$ cat src/rtl/axonerve_kvs_axis_unpacker.sv
// Wide-to-narrow AXI4-Stream unpacker: splits each input beat into C_OUT_WIDTH
// words, lowest lane first, skipping lanes with no enabled bytes.
module axonerve_kvs_axis_unpacker #(
  parameter int C_AXIS_TDATA_WIDTH = 512,
  parameter int C_OUT_WIDTH        = 32
) (
  input  logic                            aclk,
  input  logic                            areset,
  input  logic                            s_axis_tvalid,
  output logic                            s_axis_tready,
  input  logic [C_AXIS_TDATA_WIDTH-1:0]   s_axis_tdata,
  input  logic [C_AXIS_TDATA_WIDTH/8-1:0] s_axis_tkeep,
  input  logic                            s_axis_tlast,
  output logic                            m_axis_tvalid,
  input  logic                            m_axis_tready,
  output logic [C_OUT_WIDTH-1:0]          m_axis_tdata,
  output logic [C_OUT_WIDTH/8-1:0]        m_axis_tkeep,
  output logic                            m_axis_tlast
);

  localparam int LP_NUM_LANES = C_AXIS_TDATA_WIDTH / C_OUT_WIDTH;
  localparam int LP_KEEP_W    = C_OUT_WIDTH / 8;
  localparam int LP_SEL_W     = (LP_NUM_LANES > 1) ? $clog2(LP_NUM_LANES) : 1;

  logic [C_AXIS_TDATA_WIDTH-1:0]   buf_data_reg;
  logic [C_AXIS_TDATA_WIDTH/8-1:0] buf_keep_reg;
  logic                            buf_last_reg;
  logic [LP_NUM_LANES-1:0]         buf_mask_reg;
  logic                            buf_null_reg;
  logic                            run_reg;

  logic                            out_valid_reg;
  logic [C_OUT_WIDTH-1:0]          out_data_reg;
  logic [LP_KEEP_W-1:0]            out_keep_reg;
  logic                            out_last_reg;

  logic [LP_NUM_LANES-1:0]         in_lane_mask;
  logic [C_OUT_WIDTH-1:0]          buf_lane      [LP_NUM_LANES];
  logic [LP_KEEP_W-1:0]            buf_lane_keep [LP_NUM_LANES];
  logic [LP_SEL_W-1:0]             lane_sel;
  logic [LP_NUM_LANES-1:0]         buf_mask_next;
  logic                            buf_busy;
  logic                            buf_drain_last;
  logic                            advance;
  logic                            s_fire;

  genvar gi;
  generate
    for (gi = 0; gi < LP_NUM_LANES; gi++) begin : g_lane
      assign in_lane_mask[gi]  = |s_axis_tkeep[gi*LP_KEEP_W +: LP_KEEP_W];
      assign buf_lane[gi]      = buf_data_reg[gi*C_OUT_WIDTH +: C_OUT_WIDTH];
      assign buf_lane_keep[gi] = buf_keep_reg[gi*LP_KEEP_W +: LP_KEEP_W];
    end
  endgenerate

  // Priority encoder: lowest pending lane wins.
  always_comb begin
    lane_sel = '0;
    for (int i = LP_NUM_LANES - 1; i >= 0; i--) begin
      if (buf_mask_reg[i]) lane_sel = LP_SEL_W'(i);
    end
  end

  // Clearing the lowest set bit leaves the lanes still to be emitted.
  assign buf_mask_next  = buf_mask_reg & (buf_mask_reg - LP_NUM_LANES'(1));
  assign buf_busy       = (|buf_mask_reg) | buf_null_reg;
  assign buf_drain_last = buf_null_reg | ((|buf_mask_reg) && (buf_mask_next == '0));
  assign advance        = !out_valid_reg || m_axis_tready;

  // Accept a new beat only when the buffer is free by the end of this cycle.
  assign s_axis_tready  = run_reg && (!buf_busy || (advance && buf_drain_last));
  assign s_fire         = s_axis_tvalid && s_axis_tready;

  always_ff @(posedge aclk or posedge areset) begin
    if (areset) begin
      run_reg       <= 1'b0;
      buf_data_reg  <= '0;
      buf_keep_reg  <= '0;
      buf_last_reg  <= 1'b0;
      buf_mask_reg  <= '0;
      buf_null_reg  <= 1'b0;
      out_valid_reg <= 1'b0;
      out_data_reg  <= '0;
      out_keep_reg  <= '0;
      out_last_reg  <= 1'b0;
    end else begin
      run_reg <= 1'b1;

      if (advance) begin
        if (|buf_mask_reg) begin
          out_valid_reg <= 1'b1;
          out_data_reg  <= buf_lane[lane_sel];
          out_keep_reg  <= buf_lane_keep[lane_sel];
          out_last_reg  <= buf_last_reg && (buf_mask_next == '0);
          buf_mask_reg  <= buf_mask_next;
        end else if (buf_null_reg) begin
          out_valid_reg <= 1'b1;
          out_data_reg  <= buf_lane[0];
          out_keep_reg  <= '0;
          out_last_reg  <= 1'b1;
          buf_null_reg  <= 1'b0;
        end else begin
          out_valid_reg <= 1'b0;
        end
      end

      // A beat loads only when the buffer drains this cycle, so it overrides the drain update.
      if (s_fire) begin
        if (|in_lane_mask) begin
          buf_data_reg <= s_axis_tdata;
          buf_keep_reg <= s_axis_tkeep;
          buf_last_reg <= s_axis_tlast;
          buf_mask_reg <= in_lane_mask;
          buf_null_reg <= 1'b0;
        end else if (s_axis_tlast) begin
          buf_data_reg <= s_axis_tdata;
          buf_keep_reg <= '0;
          buf_last_reg <= 1'b1;
          buf_mask_reg <= '0;
          buf_null_reg <= 1'b1;
        end
      end
    end
  end

  assign m_axis_tvalid = out_valid_reg;
  assign m_axis_tdata  = out_data_reg;
  assign m_axis_tkeep  = out_keep_reg;
  assign m_axis_tlast  = out_last_reg;

endmodule
$ cat config.mk
export PLATFORM = sky130hd
export DESIGN_NAME = axonerve_kvs_axis_unpacker
export DESIGN_NICKNAME = d
export VERILOG_FILES = /design/src/rtl/axonerve_kvs_axis_unpacker.sv
export SDC_FILE = /design/constraint.sdc
export NUM_CORES = 1
export LEC_CHECK = 0
export ABC_CLOCK_PERIOD_IN_PS = 24000
export BUFFER_PORTS_ARGS = -buffer_cell sky130_fd_sc_hd__buf_4
export CORE_AREA = 2 2 243 245
export CTS_CLUSTER_SIZE = 24
export DETAILED_ROUTE_END_ITERATION = 10
export DIE_AREA = 0 0 245 247
export PLACE_DENSITY_LB_ADDON = 0.1
export SLEW_MARGIN = 10
export SYNTH_ARGS = -nofsm -noshare
export SYNTH_HDL_FRONTEND = slang
export SYNTH_SLANG_ARGS = --single-unit
$ cat constraint.sdc
create_clock -name aclk -period 24 [get_ports aclk]
set_input_delay 4.8 -clock aclk [delete_from_list [all_inputs] [get_ports aclk]]
set_output_delay 4.8 -clock aclk [all_outputs]
set_load 0.005 [all_outputs]
* Yosys cells after proc, flatten, opt, wreduce, memory -nomap -nowiden *
Index checks and enable logic that the tools add are counted.

storage, ports and cells
  memories = 0
  bits of input ports = 581
  bits in latches = 0
  output and inout port bits = 39
  memory bits (read-only) = 0
  RAM bits = 0
  register bits = 633
  logic and storage cells = 94

operators by class
  shift operators = 0
  equal/unequal tests = 0
  $mul = 0
  bitwise logic cells = 4
  div/mod/pow operators = 0
  reduce and logical (&&, ||, !) cells = 32
  magnitude comparators = 1
  multiplexer cells = 46
  add/sub/neg operators = 1

operator list
  kind                                                                  count
  512-bit 2-to-1 mux                                                    2
  32-bit binary-select mux with 4-bit select                            1
  32-bit 2-to-1 mux                                                     4
  64-bit 2-to-1 mux                                                     2
  16-bit 2-to-1 mux                                                     5
  4-bit 2-to-1 mux                                                      20
  4-bit OR reduction                                                    16
  64-bit OR reduction                                                   1
  16-bit bitwise AND                                                    1
  4-bit binary-select mux with 4-bit select                             1
  16-bit zero test                                                      1
  16-bit OR reduction                                                   1
  16-bit by 1-bit subtractor with 16-bit output, second input constant  1
  1-bit 2-to-1 mux                                                      11
  5-bit greater-or-equal comparator, second input constant              1
  1-bit logical AND                                                     5
  4-bit inverter with 5-bit output                                      1
  2-bit AND reduction                                                   2
  2-bit nonzero test                                                    2
  1-bit zero test                                                       2
  1-bit logical OR                                                      2
  1-bit OR                                                              2

* Logic depth before layout (Yosys ltp) *
Gate-level depths: netlist of the first run.

  depth after elaboration = 21
  depth in mapped cells = 11
  gate-level depth less buffers = 7

* Worst setup path after synthesis of the first run *
OpenSTA, ideal clock, no wires.

  kind = in2out
  start point = input m_axis_tready
  end point = output s_axis_tready
  slack = 13846 ps
  cell stages on the path = 3
  arrival time = 5354 ps
  buffers on the path = 1
  required time = 19200 ps
  path through = nand2b_1 -> clkbuf_1 -> o221a_2

between the ends
  word-level cells in the longest chain between the ends = 4

ends and longest elaborated chain
  what                line  text
  start: declaration  15    input logic m_axis_tready,
  1-bit logical OR    68    assign advance = !out_valid_reg || m_axis_tready;
  1-bit logical AND   71    assign s_axis_tready = run_reg && (!buf_busy || (advance && buf_drain_last));
  1-bit logical OR    71
  1-bit logical AND   71
  end: declaration    10    output logic s_axis_tready,

No other way between the ends.

* Final worst setup path of the first run *
Same ends and word-level chain as after synthesis.

==> flow_summary.ini, run 1 <==
[sta]
achievable-frequency_mhz = 95.13
part_of_the_cycle_the_worst_path_needs_pct = 43.80
worst_slew_pin_slew_ps = 1323
final_layout_setup_total_negative_slack_ps = 0
final_hold_violations = 0
skew_ps = 28.03
total_of_endpoints_with_negative_setup_slack_in_the_final_report = 0
period_minus_slack_ps = 10510
timing.final.max_slew_violations = 0
worst_slew_slack_as_a_fraction_of_its_limit_pct = 10.98
grt_setup_unrepaired = false

[critical_path]
worstSetupPathType = in2out
worstPathRequired_ps = 19200
data_arrival_at_the_endpoint_of_the_critical_path_ps = 5710
setup.worst_path.start_class = input port
worst_path_largest_cell_delay_ps = 360
cp_common_cell = buf_4
highest_net_fanout_along_the_worst_path = 8
crit_slowest_cell = o221a_2
cp_cell_sequence = buf_4 > nand2b_1 > o221a_2 > buf_4
worstSetupEndpointType = primary output

[pwr]
worst_ir_drop_vdd_mv = 0.2585
cellPowerDensity_mw_per_mm2 = 168.3
internal_power_w = 0.003500
power.combinational.fraction_pct = 52.3
relative_contribution_of_sequential_cells_to_total_power_pct = 30.6
pwr-share-clk_pct = 17.1
power_leakage_nw = 16.68
power_switching_share_pct = 43.87
switching_power_w = 0.002735

[clocking]
cts.repair_timing.setup_buffer_count = 0
numCtsBuffers = 70
tritoncts_num_sinks = 633
post_cts_hold_buffer_count = 0
h-tree-depth = 3
cts-resized-gates = 0
clk_pin_slew_ps = 50
tritoncts = yes
clock-root-buffer = clkbuf_16
cts_max_path_buffers = 3
clock_latency_ps = 620

[synth]
netlist-cell-type-count = 65
cell_types_with_the_largest_area_share_after_synthesis = dfrtp_1 (53%), mux2_2 (16%), mux2_1 (3.8%)
synth_top_family_by_area = multiplexers
synth_xor_xnor_area_share_pct = 0
synth.top_cell.area_share_pct = 53.10
synth_compound_area_share_pct = 13.18
synthesis.instances = 2429
synth_sequential_area_ratio_pct = 53.10
synth.ff_latch_count = 633
syn_avg_cell_area_sq_um = 12.28
postSynth.topFlopCell = dfrtp_1
netlist.top_cell.by_area = dfrtp_1
syn_std_cell_area_sq_mm = 0.02983
yosys_warnings = 0
mappedNetlistNets = 3010
synth-edff-count = 0
synthSimpleGateAreaFrac_pct = 8.443
synth-async-reset-ratio_pct = 100.0
post_synth_fa_ha_maj_area_fraction_pct = 0.1384
synth.area.mux_share_pct = 20.96

[grt]
maximum_number_of_pins_on_one_net_before_global_route_repair = 206
grt_usage_pct = 35.14
grt_overflow_total = 0
grt_first_pass_wirelength_microns = 156800
grt_pass1_vias = 23928
grt_antenna_before_repair = 35

[route]
route.met2.wl_microns = 51530
detail_route.iter0.violations = 1909
vias_per_cell = 6.220
num_vias = 23637
detail-route-antenna-nets = 0
postRouteWirelength_microns = 107300
top_signal_layer_used = met5
met1_length_microns = 41880
wire_length_per_cell_microns = 28.25
drt_pre_antenna_iters = 7
met3WireLength_microns = 8569
drc_errors = 0

[die]
design.die.area_sq_mm = 0.06052
core_region_area_sq_mm = 0.05824
die_h_microns = 247
initial_util_pct = 51.22
die_width_microns = 245
rows = 89
io-pin-count = 620

[placed_design]
port_buffers = 619
place_hpwl_microns = 75080
final_weighted_congestion_in_routability_driven_placement = 0.9225

[finish]
fin_util_pct = 63.62
fin_nets = 3528
drive_gt1_share_pct = 41.03
synthToLayoutAreaGrowth_pct = 24.21
flip_flop_count_of_the_largest_register_all_copies_and_words_added = 512

[run_status]
run_status = finished, final reports clean

[run]
timing.max_cap.violations = 0

[hold_path]
holdCritPathClass = reg2reg
[synth_stat cells, types with 16 or more instances]
cell       instances
mux2i_1           34
and3_1           137
nor4_1            41
clkbuf_1         127
nand4_1           16
o21ai_0           69
a22o_1            67
mux2_1           100
o211ai_1          16
mux2_2           425
a2111oi_0         17
a21oi_1           81
nand2_1          105
a21boi_0          20
buf_6             29
o2111ai_1         22
buf_2             21
buf_4             18
nor2_1            43
o22ai_1           19
dfrtp_1          633
or3_1             21
nand3_1           70
a31oi_1           25
a211oi_1          92
[worst max-delay path, delay by kind of cell]
family,cells,cell delay [ps]
and+or+nand+nor,1,310
buffers and inverters,2,240
AOI/OAI and AO/OA,1,360
[per-stage QoR]
stage          area, sq um  std cells  setup WS (ps)  hold WS (ps)  total power, W
2_1_floorplan        29830       2429           1469         449.0        0.003924
3_3_place_gp         34720       3648          13500         460.8        0.005067
3_5_place_dp         34720       3648          13490         466.7        0.005142
4_1_cts              36980       3773          13480         479.7        0.006221
5_1_grt              37030       3793          13440         491.2        0.006548
6_report             37050       3800          13490         475.7        0.006235
[power groups by stage]
stage / registers, W / logic (W) / clock network [W]
2_1_floorplan: 0.00182 / 0.00211 / 0
3_3_place_gp: 0.00189 / 0.00318 / 0
3_5_place_dp: 0.00192 / 0.00322 / 0
4_1_cts: 0.00190 / 0.00324 / 0.00108
5_1_grt: 0.00197 / 0.00345 / 0.00113
6_report: 0.00191 / 0.00326 / 0.00107
[kinds of logic after synthesis]
group           count (synthesis)
compound gates                546
other cells                     1
fa+ha+maj                       4
buf+inv                       217
mux                           559
simple gates                  469
flops                         633
[placed cells by master, fill, tap and decap left out, types with 10 or more instances in the layout]
| cell type | count |
|---|---|
| buf_4 | 653 |
| dfrtp_1 | 633 |
| mux2_2 | 425 |
| and3_1 | 137 |
| nand2_1 | 102 |
| mux2_1 | 100 |
| a211oi_1 | 92 |
| a21oi_1 | 80 |
| clkbuf_16 | 74 |
| nand3_1 | 70 |
| o21ai_0 | 69 |
| a22o_1 | 67 |
| nor4_1 | 41 |
| nor2_1 | 37 |
| mux2i_1 | 34 |
| diode_2 | 27 |
| a31oi_1 | 24 |
| o2111ai_1 | 22 |
| or3_1 | 21 |
| clkbuf_1 | 21 |
| o22ai_1 | 19 |
| a21boi_0 | 19 |
| nand4_1 | 16 |
| o211ai_1 | 16 |
| clkbuf_8 | 16 |
| o31ai_1 | 13 |
| a31o_2 | 12 |
| a2111oi_0 | 11 |
| a311o_1 | 11 |
| a221oi_1 | 10 |
| a211o_1 | 10 |
| clkinv_2 | 10 |
[path summary, 6_finish.rpt]
path,start,to,slack [ps],cells after the start
setup reg to reg,buf_mask_reg[5]$_DFF_PP0_,buf_data_reg[275]$_DFFE_PP0P_,18120,10
max in group asynchronous,areset,buf_data_reg[88]$_DFFE_PP0P_,17230,4
setup / recovery,m_axis_tready,s_axis_tready,13490,4
min in group asynchronous,areset,buf_data_reg[314]$_DFFE_PP0P_,4250,2
hold / removal,buf_data_reg[197]$_DFFE_PP0P_,buf_data_reg[197]$_DFFE_PP0P_,480,1
hold reg to reg,buf_data_reg[197]$_DFFE_PP0P_,buf_data_reg[197]$_DFFE_PP0P_,480,1
[final cells by class]
| class | count | area, sq um |
|---|---|---|
| tap | 773 | 967.2 |
| inverter | 6 | 30.03 |
| clock inverter | 14 | 113.9 |
| timing repair buffer | 657 | 4982 |
| multi-input combinational | 1579 | 12900 |
| antenna | 27 | 67.56 |
| fill | 4745 | 21190 |
| sequential | 633 | 15840 |
| clock buffer | 111 | 2151 |
[layer usage]
layer,up-vias,global-route usage [%]
met5,-,0
met4,24,16.88
met3,239,8.889
met2,973,56.05
met1,12130,44.91
li1,10271,-
Power figures use the tool's default switching activity.
==> run 2: changes to the inputs <==
- ABC_CLOCK_PERIOD_IN_PS: 24000 -> 10410
- clock period: 24 -> 10.41 ns (I/O delays scaled with it)
==> run 2 against run 1 <==
  * First-iteration DRC count is 0.21% lower
  * Sequential share of layout area down 0.096 points
  * Via count is 0.22% higher
  * Utilization up 0.14 points
  * Highest routed layer unchanged
==> flow_summary.ini, run 2 (synthesized netlist as in run 1, its figures left out) <==
[run_status]
run_status = finished, final reports clean

[finish]
final.fill_count = 4721
synthToLayoutAreaGrowth_pct = 24.49
layout.cells.most_common = buf_4
fin_nets = 3534
flip_flop_count_of_the_largest_register_all_copies_and_words_added = 512
post_layout_nonfiller_instances = 3805
design_area_sq_mm = 0.03714
drive_gt1_share_pct = 41.44
most-common-layout-cells = buf_4 (657), dfrtp_1 (633), mux2_2 (425)

[route]
detail-route-antenna-nets = 0
detail_route.iter0.violations = 1905
met1_length_microns = 42140
met3WireLength_microns = 9393
vias_per_cell = 6.225
drt_pre_antenna_iters = 8
postRouteWirelength_microns = 107700
route.met2.wl_microns = 50600
drc_errors = 0
wire_length_per_cell_microns = 28.31
num_vias = 23688
top_signal_layer_used = met5

[sta]
period_minus_slack_ps = 6217
timing.final.max_slew_violations = 0
total_of_endpoints_with_negative_setup_slack_in_the_final_report = 0
skew_ps = 18.83
worst_slew_slack_as_a_fraction_of_its_limit_pct = 14.05
final_layout_setup_total_negative_slack_ps = 0
grt_setup_unrepaired = false
part_of_the_cycle_the_worst_path_needs_pct = 59.72
final_hold_violations = 0
worst_slew_pin_slew_ps = 1289
worst_hold_slack_across_all_endpoints_ps = 475.1
achievable-frequency_mhz = 160.8

[grt]
grt_usage_pct = 35.35
grt_first_pass_wirelength_microns = 157500
grt_overflow_total = 0
maximum_number_of_pins_on_one_net_before_global_route_repair = 188
grt_antenna_before_repair = 37
grt_pass1_vias = 24061

[die]
design.die.area_sq_mm = 0.06052
initial_util_pct = 51.22
die_h_microns = 247
die_width_microns = 245
io-pin-count = 620
rows = 89
core_region_area_sq_mm = 0.05824

[pwr]
cellPowerDensity_mw_per_mm2 = 388.7
internal_power_w = 0.008106
relative_contribution_of_sequential_cells_to_total_power_pct = 30.7
power_w = 0.01444
power_leakage_nw = 16.73
switching_power_w = 0.006331
power_switching_share_pct = 43.85
power.combinational.fraction_pct = 52.0
worst_ir_drop_vdd_mv = 0.4325
pwr-share-clk_pct = 17.3

[clocking]
tritoncts = yes
cts-resized-gates = 0
clock-root-buffer = clkbuf_16
numCtsBuffers = 71
clock_latency_ps = 620
post_cts_hold_buffer_count = 0
cts_max_path_buffers = 3
clk_pin_slew_ps = 60
cts.repair_timing.setup_buffer_count = 0
h-tree-depth = 3
tritoncts_num_sinks = 633

[critical_path]
worstPathBufferInverterCount = 3
worstPathRequired_ps = 10910
worst_path_largest_cell_delay_ps = 1030
setup.worst_path.start_class = register
cp_cell_sequence = nor4_1 > nand2_1 > a21oi_1 > o21bai_1 > a31oi_2 > nor2_4 > buf_4 > buf_4 > buf_4 > mux2_2
cp_common_cell = buf_4
worstSetupEndpointType = register
crit_slowest_cell = buf_4
highest_net_fanout_along_the_worst_path = 91
worst_path_dominant_cell_family = buffers and inverters
worstSetupPathType = reg2reg
data_arrival_at_the_endpoint_of_the_critical_path_ps = 6720

[hold_path]
holdCritPathClass = reg2reg

[placed_design]
port_buffers = 619
dp.cells = 3653
final_weighted_congestion_in_routability_driven_placement = 0.9402
place_hpwl_microns = 75950
placed_cell_area_sq_mm = 0.03476

[run]
timing.max_cap.violations = 0
==> run 2: changes by cell type in the layout (fill, tap and decap cells not counted), moves of 2 or more <==
cell | before | now
buf_4 | 653 | 657
clkbuf_1 | 21 | 12
clkbuf_8 | 16 | 18
clkinv_2 | 10 | 15
clkinvlp_4 | 0 | 4
diode_2 | 27 | 25
==> run 2: worst reg2reg max path: cells and delay by family, from the launching register on <==
kind                   cells  cell delay [ps]
muxes                      1              480
buffers and inverters      3             2890
DFF                        1              520
AOI/OAI and AO/OA          3              770
and+or+nand+nor            3             1460
==> run 2: power by group through the flow <==
stage	combinational [W]	clock, W	sequential (W)
global route	0.00796	0.00263	0.00457
CTS	0.00746	0.00252	0.00442
detailed placement	0.00743	0	0.00445
finish	0.00751	0.00250	0.00443
floorplan	0.00486	0	0.00419
global placement	0.00734	0	0.00440
==> run 2: cell type report <==
cell class / instances / area, sq um / share of cell area [%]
sequential: 633 / 15840 / 42.66
antenna: 25 / 62.56 / 0.1685
clock inverter: 23 / 170.2 / 0.4582
inverter: 6 / 26.28 / 0.07075
timing repair buffer: 662 / 5032 / 13.55
multi-input combinational: 1579 / 12890 / 34.72
clock buffer: 104 / 2145 / 5.775
tap: 773 / 967.2 / 2.604
==> run 2: per-stage QoR <==
stage / setup WS, ps / util, %
2_1_floorplan: -316.8 / -
3_3_place_gp: 3730 / 59.68
3_5_place_dp: 3623 / 59.68
4_1_cts: 4250 / 63.66
5_1_grt: 3706 / 63.75
6_report: 4193 / 63.76
==> run 2: worst paths after layout <==
kind / endpoint / slack, ps / start / depth (start not counted)
hold reg to reg: buf_data_reg[219]$_DFFE_PP0P_ / 480 / buf_data_reg[219]$_DFFE_PP0P_ / 1
setup reg to reg: buf_data_reg[387]$_DFFE_PP0P_ / 4190 / buf_mask_reg[1]$_DFF_PP0_ / 10
min in group asynchronous: buf_data_reg[338]$_DFFE_PP0P_ / 1660 / areset / 3
setup / recovery: buf_data_reg[387]$_DFFE_PP0P_ / 4190 / buf_mask_reg[1]$_DFF_PP0_ / 10
max in group asynchronous: buf_data_reg[140]$_DFFE_PP0P_ / 6380 / areset / 5
hold / removal: buf_data_reg[219]$_DFFE_PP0P_ / 480 / buf_data_reg[219]$_DFFE_PP0P_ / 1
==> run 2: routing by layer <==
metal / up-vias / track usage, %
met1: 12069 / 45.68
met5: - / 0
li1: 10269 / -
met4: 30 / 17.20
met2: 1051 / 55.42
met3: 269 / 9.323
==> run 3: changes to the inputs <==
- ABC_CLOCK_PERIOD_IN_PS: 10410 -> 6150
- clock period: 10.41 -> 6.15 ns (I/O delays scaled with it)
==> run 3 against run 2 <==
  * Die area unchanged
  * First-iteration DRC count increased by 4.3%
  * Non-clock buffer count rose by 3
  * Utilization increased by 0.37 points
  * Via count is 0.38% lower
  * Clock power increased by 80%
  * Combinational power grew 70%
  * Clock skew is 5.8 ps higher
  * Critical path type is now reg2out
  * Critical endpoint is now s_axis_tready
  * Largest cell class unchanged
==> flow_summary.ini, run 3 (synthesized netlist as in run 1, its figures left out) <==
[clocking]
cts.repair_timing.setup_buffer_count = 0
tritoncts = yes
clock_latency_ps = 630
clk_pin_slew_ps = 60
clock-root-buffer = clkbuf_16
h-tree-depth = 3
numCtsBuffers = 71
post_cts_hold_buffer_count = 0
cts_max_path_buffers = 3
tritoncts_num_sinks = 633
cts-resized-gates = 0

[sta]
part_of_the_cycle_the_worst_path_needs_pct = 78.19
skew_ps = 24.67
final_layout_setup_total_negative_slack_ps = 0
grt_setup_unrepaired = false
achievable-frequency_mhz = 207.9
timing.final.max_slew_violations = 0
final_hold_violations = 0
worst_hold_slack_across_all_endpoints_ps = 476.7
worst_slew_pin_slew_ps = 1374
period_minus_slack_ps = 4809
worst_slew_slack_as_a_fraction_of_its_limit_pct = 7.581
total_of_endpoints_with_negative_setup_slack_in_the_final_report = 0

[placed_design]
port_buffers = 619
place_hpwl_microns = 75270
final_weighted_congestion_in_routability_driven_placement = 0.9061

[critical_path]
critical_path_depth = 7
worstRegToRegCells = 8
crit_slowest_cell = nand2_1
cp_cell_sequence = nor4_1 > nand2_1 > a21oi_1 > o21bai_1 > and2_1 > o221a_2 > buf_4
r2r_setup_slack_ps = 1510
worstSetupPathType = reg2out
worst_path_dominant_cell_family = simple AND/OR/NAND/NOR gates
crit_end = s_axis_tready
worstPathBufferInverterCount = 1
crit_start = buf_mask_reg[5]$_DFF_PP0_
setup.worst_path.start_class = register
worst_path_largest_cell_delay_ps = 700
worstSetupEndpointType = primary output
worstPathRequired_ps = 4920
worst_r2r_end = buf_data_reg[279]$_DFFE_PP0P_
highest_net_fanout_along_the_worst_path = 16
data_arrival_at_the_endpoint_of_the_critical_path_ps = 3580
timing.rr.start = buf_mask_reg[5]$_DFF_PP0_

[route]
drc_errors = 0
postRouteWirelength_microns = 107700
wire_length_per_cell_microns = 28.31
num_vias = 23597
vias_per_cell = 6.205
detail-route-antenna-nets = 0
drt_pre_antenna_iters = 5
detail_route.iter0.violations = 1986

[die]
design.die.area_sq_mm = 0.06052
initial_util_pct = 51.22
core_region_area_sq_mm = 0.05824
die_h_microns = 247
io-pin-count = 620
rows = 89
die_width_microns = 245

[pwr]
power_leakage_nw = 16.82
worst_ir_drop_vdd_mv = 1.296
switching_power_w = 0.01078
power_switching_share_pct = 43.58
pwr-share-clk_pct = 18.1
power_w = 0.02475
internal_power_w = 0.01396
relative_contribution_of_sequential_cells_to_total_power_pct = 30.2
power.combinational.fraction_pct = 51.7
cellPowerDensity_mw_per_mm2 = 662.5

[hold_path]
holdCritPathClass = reg2reg

[grt]
grt_pass1_vias = 23846
grt_antenna_before_repair = 33
grt_first_pass_wirelength_microns = 157000
grt_usage_pct = 35.23
maximum_number_of_pins_on_one_net_before_global_route_repair = 193
grt_overflow_total = 0

[run]
timing.max_cap.violations = 0

[finish]
flip_flop_count_of_the_largest_register_all_copies_and_words_added = 512
synthToLayoutAreaGrowth_pct = 25.20
fin_nets = 3537
layout.cells.most_common = buf_4
final.fill_count = 4599
drive_gt1_share_pct = 41.46
most-common-layout-cells = buf_4 (655), dfrtp_1 (633), mux2_2 (425)

[run_status]
run_status = finished, final reports clean
==> run 3: cell count changes in the layout (fill, tap and decap cells not counted), moves of 2 or more <==
cell and delta:
clkinv_2 -7, bufinv_16 +6, buf_12 +5, clkinvlp_4 -3
diode_2 -3, buf_4 -2, clkbuf_16 -2, clkinv_8 +2
==> run 3: worst min path at each step <==
stage | startpoint | end | slack, ps | cells past startpoint
after floorplan | buf_data_reg[158]$_DFFE_PP0P_ | buf_data_reg[158]$_DFFE_PP0P_ | 450 | 1
after global placement | buf_data_reg[233]$_DFFE_PP0P_ | buf_data_reg[233]$_DFFE_PP0P_ | 460 | 1
final | buf_data_reg[217]$_DFFE_PP0P_ | buf_data_reg[217]$_DFFE_PP0P_ | 480 | 1
after global routing | buf_data_reg[212]$_DFFE_PP0P_ | buf_data_reg[212]$_DFFE_PP0P_ | 490 | 1
after detailed placement | buf_data_reg[249]$_DFFE_PP0P_ | buf_data_reg[249]$_DFFE_PP0P_ | 470 | 1
after CTS | buf_data_reg[249]$_DFFE_PP0P_ | buf_data_reg[249]$_DFFE_PP0P_ | 480 | 1
==> run 3: power by group through the flow <==
stage	Clock [W]	Sequential, W	Combinational (W)
final	0.00449	0.00747	0.0128
after global routing	0.00470	0.00771	0.0135
after CTS	0.00452	0.00745	0.0127
after detailed placement	0	0.00751	0.0127
after global placement	0	0.00740	0.0124
after floorplan	0	0.00710	0.00822
==> run 3: worst register-to-register path, delay by kind of cell, from the launching register on <==
family / cells / cell delay (ps)
compound gates: 3 / 810
flops: 1 / 490
mux: 1 / 690
buf+inv: 1 / 720
simple gates: 3 / 1820
==> run 3: final cells by class <==
class | instances | area (sq um) | area share (%)
clock inverter | 23 | 356.6 | 0.9547
sequential | 633 | 15840 | 42.41
tap | 773 | 967.2 | 2.590
antenna | 22 | 55.05 | 0.1474
inverter | 6 | 26.28 | 0.07035
clock buffer | 102 | 2095 | 5.608
multi-input combinational | 1579 | 12890 | 34.52
timing repair buffer | 665 | 5117 | 13.70
==> run 3: per-stage QoR <==
stage | cell area (sq um) | cells | util [%] | setup slack [ps]
3_3_place_gp | 34840 | 3656 | 59.83 | 1299
2_1_floorplan | 29830 | 2429 | - | -3725
5_1_grt | 37330 | 3796 | 64.10 | 1217
3_5_place_dp | 34840 | 3656 | 59.83 | 1302
4_1_cts | 37290 | 3781 | 64.04 | 1423
6_report | 37350 | 3803 | 64.13 | 1341
==> run 3: metal layers <==
layer	GRT usage, %	wire [microns]	up-vias	part of all wire, %
met4	15.03	4883	26	4.5
met3	9.551	9199	224	8.5
met5	0	175	-	0.16
li1	-	-	10266	-
met1	45.04	42250	12136	39
met2	56.58	51160	945	48
